### src/rtl/cmp_arb_pkg.sv
// ============================================================================
// Module   : cmp_arb_pkg
// Brief    : Shared types and constants for the compare-datapath arbiter.
//            Branch funct3 encodings, FSM state encoding and requester limit.
// Revision : 1.0 - initial release
// ============================================================================
`default_nettype none

package cmp_arb_pkg;

   localparam int NREQ_MAX = 4;

   // RV32I branch funct3 encodings; 010/011 are not branches
   typedef enum logic [2:0] {
      F3_BEQ  = 3'b000,
      F3_BNE  = 3'b001,
      F3_BLT  = 3'b100,
      F3_BGE  = 3'b101,
      F3_BLTU = 3'b110,
      F3_BGEU = 3'b111
   } f3_e;

   typedef enum logic [1:0] {
      ST_IDLE = 2'd0,
      ST_CMP  = 2'd1,
      ST_RESP = 2'd2
   } state_e;

   // Ops 11x compare unsigned, everything else reports the signed result
   function automatic logic f3_is_unsigned(input logic [2:0] op);
      return (op[2:1] == 2'b11);
   endfunction

endpackage

`default_nettype wire

### src/rtl/cmp_mag32.sv
// ============================================================================
// Module   : cmp_mag32
// Brief    : 32-bit magnitude comparator, signed or unsigned by parameter.
// Revision : 1.0 - initial release
// ============================================================================
`default_nettype none

module cmp_mag32 #(
   parameter bit SIGNED = 1'b0
) (
   input  logic [31:0] i_a,
   input  logic [31:0] i_b,
   output logic        o_lt
);

   if (SIGNED) begin : g_signed
      assign o_lt = ($signed(i_a) < $signed(i_b));
   end else begin : g_unsigned
      assign o_lt = (i_a < i_b);
   end

endmodule

`default_nettype wire

### src/rtl/cmp_rr_picker.sv
// ============================================================================
// Module   : cmp_rr_picker
// Brief    : Combinational requester picker. Round-robin search starting at
//            i_ptr; with CMP_ARB_FIXED_PRIO_EN defined the lowest valid index
//            wins and i_ptr is ignored.
// Revision : 1.0 - initial release
// ============================================================================
`default_nettype none

module cmp_rr_picker #(
   parameter  int NREQ = 2,
   localparam int IW   = $clog2(NREQ)
) (
   input  logic [NREQ-1:0] i_valid,
   input  logic [IW-1:0]   i_ptr,
   output logic [NREQ-1:0] o_grant,
   output logic [IW-1:0]   o_idx,
   output logic            o_any
);

`ifdef CMP_ARB_FIXED_PRIO_EN
   // Lowest valid index wins
   always_comb begin : p_pick
      o_any = 1'b0;
      o_idx = '0;
      for (int i = 0; i < NREQ; i++) begin
         if (!o_any && i_valid[i]) begin
            o_any = 1'b1;
            o_idx = IW'(i);
         end
      end
      o_grant = o_any ? (NREQ'(1) << o_idx) : '0;
   end
`else
   localparam logic [IW:0] C_NREQ = (IW+1)'(NREQ);

   // Search from the pointer, wrapping modulo NREQ; first valid wins
   always_comb begin : p_pick
      logic [IW:0] cand;
      cand  = '0;
      o_any = 1'b0;
      o_idx = '0;
      for (int i = 0; i < NREQ; i++) begin
         cand = {1'b0, i_ptr} + (IW+1)'(i);
         if (cand >= C_NREQ) begin
            cand = cand - C_NREQ;
         end
         if (!o_any && i_valid[cand[IW-1:0]]) begin
            o_any = 1'b1;
            o_idx = cand[IW-1:0];
         end
      end
      o_grant = o_any ? (NREQ'(1) << o_idx) : '0;
   end
`endif

endmodule

`default_nettype wire

### src/rtl/cmp_share_arb.sv
// ============================================================================
// Module   : cmp_share_arb
// Brief    : Shares one 32-bit signed/unsigned compare datapath among NREQ
//            requesters. IDLE accepts one request, CMP registers the branch
//            result, RESP holds it until the granted requester accepts.
//            Build option CMP_ARB_FIXED_PRIO_EN selects fixed lowest-index
//            priority instead of round-robin (no pointer register then).
// Revision : 1.0 - initial release
// ============================================================================
`default_nettype none

module cmp_share_arb
   import cmp_arb_pkg::*;
#(
   parameter int NREQ = 2,
   parameter int XLEN = 32
) (
   input  logic               i_clk,
   input  logic               i_rst_n,
   input  logic [NREQ-1:0]    i_req_valid,
   output logic [NREQ-1:0]    o_req_ready,
   input  logic [NREQ*XLEN-1:0] i_req_a,
   input  logic [NREQ*XLEN-1:0] i_req_b,
   input  logic [NREQ*3-1:0]  i_req_op,
   output logic [NREQ-1:0]    o_rsp_valid,
   input  logic [NREQ-1:0]    i_rsp_ready,
   output logic               o_rsp_taken,
   output logic               o_rsp_lt,
   output logic               o_rsp_eq,
   output logic               o_busy
);

   localparam int IW = $clog2(NREQ);

   if (XLEN != 32 || NREQ < 2 || NREQ > NREQ_MAX) begin : g_bad_param
      $error("cmp_share_arb: XLEN must be 32 and NREQ in 2..4");
   end

   state_e            state_q, state_d;
   logic [IW-1:0]     grant_q, grant_d;
   logic [XLEN-1:0]   a_q, a_d, b_q, b_d;
   logic [2:0]        op_q, op_d;
   logic              taken_q, taken_d;
   logic              lt_q, lt_d;
   logic              eq_q, eq_d;

   logic [IW-1:0]     ptr;
   logic [NREQ-1:0]   pick_grant;
   logic [IW-1:0]     pick_idx;
   logic              pick_any;
   logic              lt_s, lt_u, eq_w;

   cmp_rr_picker #(.NREQ(NREQ)) u_picker (
      .i_valid (i_req_valid),
      .i_ptr   (ptr),
      .o_grant (pick_grant),
      .o_idx   (pick_idx),
      .o_any   (pick_any)
   );

   cmp_mag32 #(.SIGNED(1'b1)) u_cmp_s (.i_a(a_q), .i_b(b_q), .o_lt(lt_s));
   cmp_mag32 #(.SIGNED(1'b0)) u_cmp_u (.i_a(a_q), .i_b(b_q), .o_lt(lt_u));

   assign eq_w = (a_q == b_q);

`ifdef CMP_ARB_FIXED_PRIO_EN
   assign ptr = '0;
`else
   logic [IW-1:0] ptr_q, ptr_d;
   logic [IW-1:0] grant_next;

   assign grant_next = (grant_q == IW'(NREQ-1)) ? '0 : grant_q + 1'b1;
   assign ptr        = ptr_q;

   // Advance the rotation past the requester whose response just completed
   always_comb begin
      ptr_d = ptr_q;
      if (state_q == ST_RESP && i_rsp_ready[grant_q]) begin
         ptr_d = grant_next;
      end
   end

   // Round-robin pointer register
   always_ff @(posedge i_clk or negedge i_rst_n) begin
      if (!i_rst_n) begin
         ptr_q <= '0;
      end else begin
         ptr_q <= ptr_d;
      end
   end
`endif

   // Next-state, operand capture, result computation and handshake outputs
   always_comb begin
      state_d     = state_q;
      grant_d     = grant_q;
      a_d         = a_q;
      b_d         = b_q;
      op_d        = op_q;
      taken_d     = taken_q;
      lt_d        = lt_q;
      eq_d        = eq_q;
      o_req_ready = '0;
      o_rsp_valid = '0;
      case (state_q)
         ST_IDLE: begin
            // Ready is gated by reset so nothing is granted while held
            if (pick_any && i_rst_n) begin
               o_req_ready = pick_grant;
               grant_d     = pick_idx;
               a_d         = i_req_a[pick_idx*XLEN +: XLEN];
               b_d         = i_req_b[pick_idx*XLEN +: XLEN];
               op_d        = i_req_op[pick_idx*3 +: 3];
               state_d     = ST_CMP;
            end
         end
         ST_CMP: begin
            case (op_q)
               F3_BEQ:  taken_d = eq_w;
               F3_BNE:  taken_d = ~eq_w;
               F3_BLT:  taken_d = lt_s;
               F3_BGE:  taken_d = ~lt_s;
               F3_BLTU: taken_d = lt_u;
               F3_BGEU: taken_d = ~lt_u;
               default: taken_d = 1'b0;
            endcase
            lt_d    = f3_is_unsigned(op_q) ? lt_u : lt_s;
            eq_d    = eq_w;
            state_d = ST_RESP;
         end
         ST_RESP: begin
            o_rsp_valid[grant_q] = 1'b1;
            if (i_rsp_ready[grant_q]) begin
               state_d = ST_IDLE;
            end
         end
         default: state_d = ST_IDLE;
      endcase
   end

   // State, grant, operand and result registers
   always_ff @(posedge i_clk or negedge i_rst_n) begin
      if (!i_rst_n) begin
         state_q <= ST_IDLE;
         grant_q <= '0;
         a_q     <= '0;
         b_q     <= '0;
         op_q    <= '0;
         taken_q <= 1'b0;
         lt_q    <= 1'b0;
         eq_q    <= 1'b0;
      end else begin
         state_q <= state_d;
         grant_q <= grant_d;
         a_q     <= a_d;
         b_q     <= b_d;
         op_q    <= op_d;
         taken_q <= taken_d;
         lt_q    <= lt_d;
         eq_q    <= eq_d;
      end
   end

   assign o_rsp_taken = taken_q;
   assign o_rsp_lt    = lt_q;
   assign o_rsp_eq    = eq_q;
   assign o_busy      = (state_q != ST_IDLE);

endmodule

`default_nettype wire
### config.mk
export PLATFORM = sky130hd
export DESIGN_NAME = cmp_share_arb
export DESIGN_NICKNAME = d
export VERILOG_FILES = /design/src/rtl/cmp_arb_pkg.sv /design/src/rtl/cmp_mag32.sv /design/src/rtl/cmp_rr_picker.sv /design/src/rtl/cmp_share_arb.sv
export SDC_FILE = /design/constraint.sdc
export NUM_CORES = 1
export LEC_CHECK = 0
export ABC_CLOCK_PERIOD_IN_PS = 2600
export CORE_MARGIN = 5
export CORE_UTILIZATION = 35
export CTS_BUF_LIST = sky130_fd_sc_hd__clkbuf_2
export DETAILED_ROUTE_END_ITERATION = 8
export HOLD_SLACK_MARGIN = 0.05
export PLACE_DENSITY = 0.72
export SKIP_LAST_GASP = 1
export SLEW_MARGIN = 20
export SYNTH_ARGS = -nofsm -noshare
export SYNTH_HDL_FRONTEND = slang
export SYNTH_HIERARCHICAL = 1
export SYNTH_SLANG_ARGS = --single-unit
### constraint.sdc
create_clock -name i_clk -period 2.6 [get_ports i_clk]
set_input_delay 0.78 -clock i_clk [delete_from_list [all_inputs] [get_ports i_clk]]
set_output_delay 0.78 -clock i_clk [all_outputs]
set_load 0.02 [all_outputs]
==> results.json, run 1 <==
{
  "r2r-start": "a_q[13]",
  "maxClockFrequency_mhz": 362.4,
  "cts_tree": "done",
  "port_buffers": 147,
  "cts_inserted_buffers": 9,
  "fin_crit_ns": 2.760,
  "ctsHoldBuffers": 0,
  "grt_usage_pct": 15.94,
  "hold_class": "in2async",
  "routed_wl_um": 14530,
  "die_area_um2": 18210,
  "p_comb_share_pct": 65.3,
  "clock_sinks": 74,
  "start_util_pct": 35.82,
  "diodes": 0,
  "rr_endpoint": "o_rsp_taken",
  "crit_path_start_kind": "flop",
  "crit_slowest_cell": "dfrtp_1",
  "synth_edf_count": 0,
  "core-area_um2": 15260,
  "synth_nets": 799,
  "max_slew_margin_pct": 33.97,
  "fp.dieW_um": 135.0,
  "tightest_slew_ns": 0.9904,
  "path_common_cell": "mux2i_1",
  "ys_ff_latch": 74,
  "cp.required_ns": 3.11,
  "fin_worst_skew_ns": 0.02287,
  "drtPass1Iterations": 4,
  "antenna_found_initial": 1,
  "crit_path_max_fanout": 2,
  "power.density_nw_per_um2": 1063,
  "synth_ff_type": "dfrtp_1",
  "finalNetCount": 1022,
  "ys_seq_area_share_pct": 33.88,
  "rsz0062_at_grt": "true",
  "switching_share_pct": 42.55,
  "hold_viol": 0,
  "drc": 0,
  "root_buffer": "clkbuf_2",
  "fin_crit_sh_pct": 106.1,
  "fin_ws_ns": -0.1598,
  "crit_arrival_ns": 3.27,
  "power.internal_w": 0.004900,
  "cp-end-kind": "flop",
  "yosysWarningCount": 6,
  "rows": 45,
  "hpwl_um": 11380,
  "cp_cell_sequence": "ha_4, a211oi_2, nor2_1, a211o_1, a311oi_2, o21ai_1, mux2i_1, mux2i_1, xnor2_1, a21oi_1, and4_2, nor3_2",
  "area_growth_pct": 46.79,
  "gp_congestion": 0.7956,
  "drv_cap": 0,
  "maxSlewViolCount": 0,
  "wire_per_inst_um": 14.02,
  "r2r_setup_slack_ns": -0.16,
  "synthCells": 597,
  "die_h_um": 135.0,
  "power_leakage_nw": 3.819,
  "p_seq_share_pct": 25.9,
  "place_inst": 1009,
  "status": "finished, violations left",
  "final_common_cell": "clkdlybuf4s50_1",
  "clk_latency_ns": 0.56,
  "drt_iter0_drc": 205,
  "grt_pass1_wl_um": 23270,
  "path_class": "reg2reg",
  "drive_gt1_share_pct": 17.58,
  "clk_pin_slew_worst_paths_ns": 0.21,
  "syn-cell-area_um2": 5465,
  "io_pins": 148,
  "clkPwrFrac_pct": 8.8,
  "dr_total_vias": 4924,
  "ir_drop_v": 0.0003946,
  "stdcell_count": 1036,
  "clockBufferDepth": 2,
  "async_flop_share_pct": 100.0,
  "grt_pass1_vias": 4934,
  "tns_ns": -0.1598,
  "syn_avg_cell_area_um2": 9.155,
  "grt_overflow": 0,
  "mostFrequentLayoutCells": "139 x clkdlybuf4s50_1, 86 x buf_4, 84 x a21oi_1, 74 x nor2_1, 72 x dfrtp_1",
  "grt_max_degree": 87,
  "htreeDepth": 3,
  "finalSetupViolCount": 1,
  "drtAntennaViolNets": 0,
  "power.switching_w": 0.003630,
  "ff2ff_path_depth": 12,
  "max_stage_delay_ns": 0.45,
  "synth.distinct_cells": 47,
  "violations": "setup timing",
  "vias_per_cell": 4.753,
  "place_ws_ns": -0.4508
}
-- what timing repair did --
action	4_1_cts	5_1_grt
gates cloned	0	0
pin swaps	13	22
buffers inserted	3	8
endpoints found under the hold margin	0	0
resized for setup	25	18
endpoints found under the setup margin	6	3
-- kinds of logic after synthesis --
| group | share of synthesized area (%) |
|---|---|
| XOR/XNOR | 5.289 |
| AO/OA/AOI/OAI | 13.42 |
| AND/OR/NAND/NOR | 12.73 |
| flip-flops | 33.88 |
| buffers and inverters | 7.257 |
| multiplexers | 13.23 |
| adder cells (fa/ha/maj) | 14.19 |
-- cell usage after synthesis (2+ instances only) --
cell | number | share of area [%]
nor4_2 | 2 | 0.46
nor3_1 | 2 | 0.18
buf_6 | 6 | 1.2
nor2b_1 | 2 | 0.23
xnor2_1 | 33 | 5.3
nor2_1 | 75 | 5.2
ha_1 | 62 | 14
nor2_2 | 2 | 0.23
nand2b_1 | 3 | 0.34
o21ai_0 | 10 | 0.92
a31oi_1 | 2 | 0.23
buf_2 | 14 | 1.3
nand3_1 | 9 | 0.82
a21oi_2 | 2 | 0.32
nand4_1 | 15 | 1.7
o21a_1 | 2 | 0.27
and4_1 | 2 | 0.32
inv_1 | 63 | 4.3
and2_1 | 3 | 0.34
buf_4 | 3 | 0.41
a21oi_1 | 86 | 7.9
a221oi_1 | 2 | 0.32
mux2_2 | 2 | 0.41
dfrtp_1 | 74 | 34
a21boi_1 | 4 | 0.55
and3_1 | 2 | 0.23
or2_1 | 2 | 0.23
nand2_1 | 20 | 1.4
a21o_1 | 6 | 0.82
mux2i_1 | 70 | 13
-- flip-flops by register name (all words and copies together) (netlist names) --
name	flops
a_q	32
op_q	3
grant_q	1
o_rsp_eq	1
b_q	32
o_rsp_taken	1
o_rsp_lt	1
ptr	1
state_q	2
-- metrics by stage --
stage	hold slack [ns]	cell area, um^2	utilization (%)	total power, W
finish	0.3924	8023	52.58	0.008530
global route	0.4944	8023	52.58	0.009367
CTS	0.4372	7891	51.72	0.008285
detailed placement	0.4784	7670	50.27	0.007297
global placement	0.4667	7670	50.27	0.007139
floorplan	0.4844	5465	-	0.005366
-- power by group through the flow --
stage | clock, W | combinational, W | sequential [W]
after floorplan | 0 | 0.00311 | 0.00225
after global placement | 0 | 0.00496 | 0.00218
after detailed placement | 0 | 0.00509 | 0.00221
after CTS | 0.000782 | 0.00531 | 0.00220
after global routing | 0.000836 | 0.00623 | 0.00230
final | 0.000752 | 0.00557 | 0.00221
-- final cells by class --
class,instances,area [um^2]
well taps,211,264.0
clock buffers,9,45.04
repair buffers,235,2157
multi-input cells,437,3372
inverters,63,236.5
fillers,1404,7236
flip-flops and latches,74,1854
clock inverters,7,93.84
-- critical path: cells and delay by family, from the launching register on --
kind,cells,cell delay [ns]
AND/OR/NAND/NOR,3,0.48
multiplexers,2,0.32
AO/OA/AOI/OAI,5,1.02
flip-flops,1,0.45
XOR/XNOR,1,0.19
adder cells (fa/ha/maj),1,0.26
-- how the worst max path moves through the flow --
stage                                end            from
final                        o_rsp_taken         a_q[13]
after floorplan              o_rsp_taken         a_q[22]
after global routing         o_rsp_taken         b_q[21]
after global placement    o_req_ready[1]  i_req_valid[1]
after detailed placement  o_req_ready[1]  i_req_valid[0]
after CTS                    o_rsp_taken          b_q[2]
-- per-layer routing --
| layer | global-route usage [%] | part of all wire (%) |
|---|---|---|
| met1 | 19.00 | 41 |
| met2 | 28.10 | 50 |
| met3 | 4.508 | 7.4 |
| met4 | 4.423 | 1.5 |
| met5 | 0 | 0.083 |
(Power assumes the default switching activity.)
==> run 2: changes to the inputs <==
- CTS_CLUSTER_DIAMETER: unset -> 200
==> results of run 2 <==
The final DEF is identical to that of run 1; final timing and power are the same.
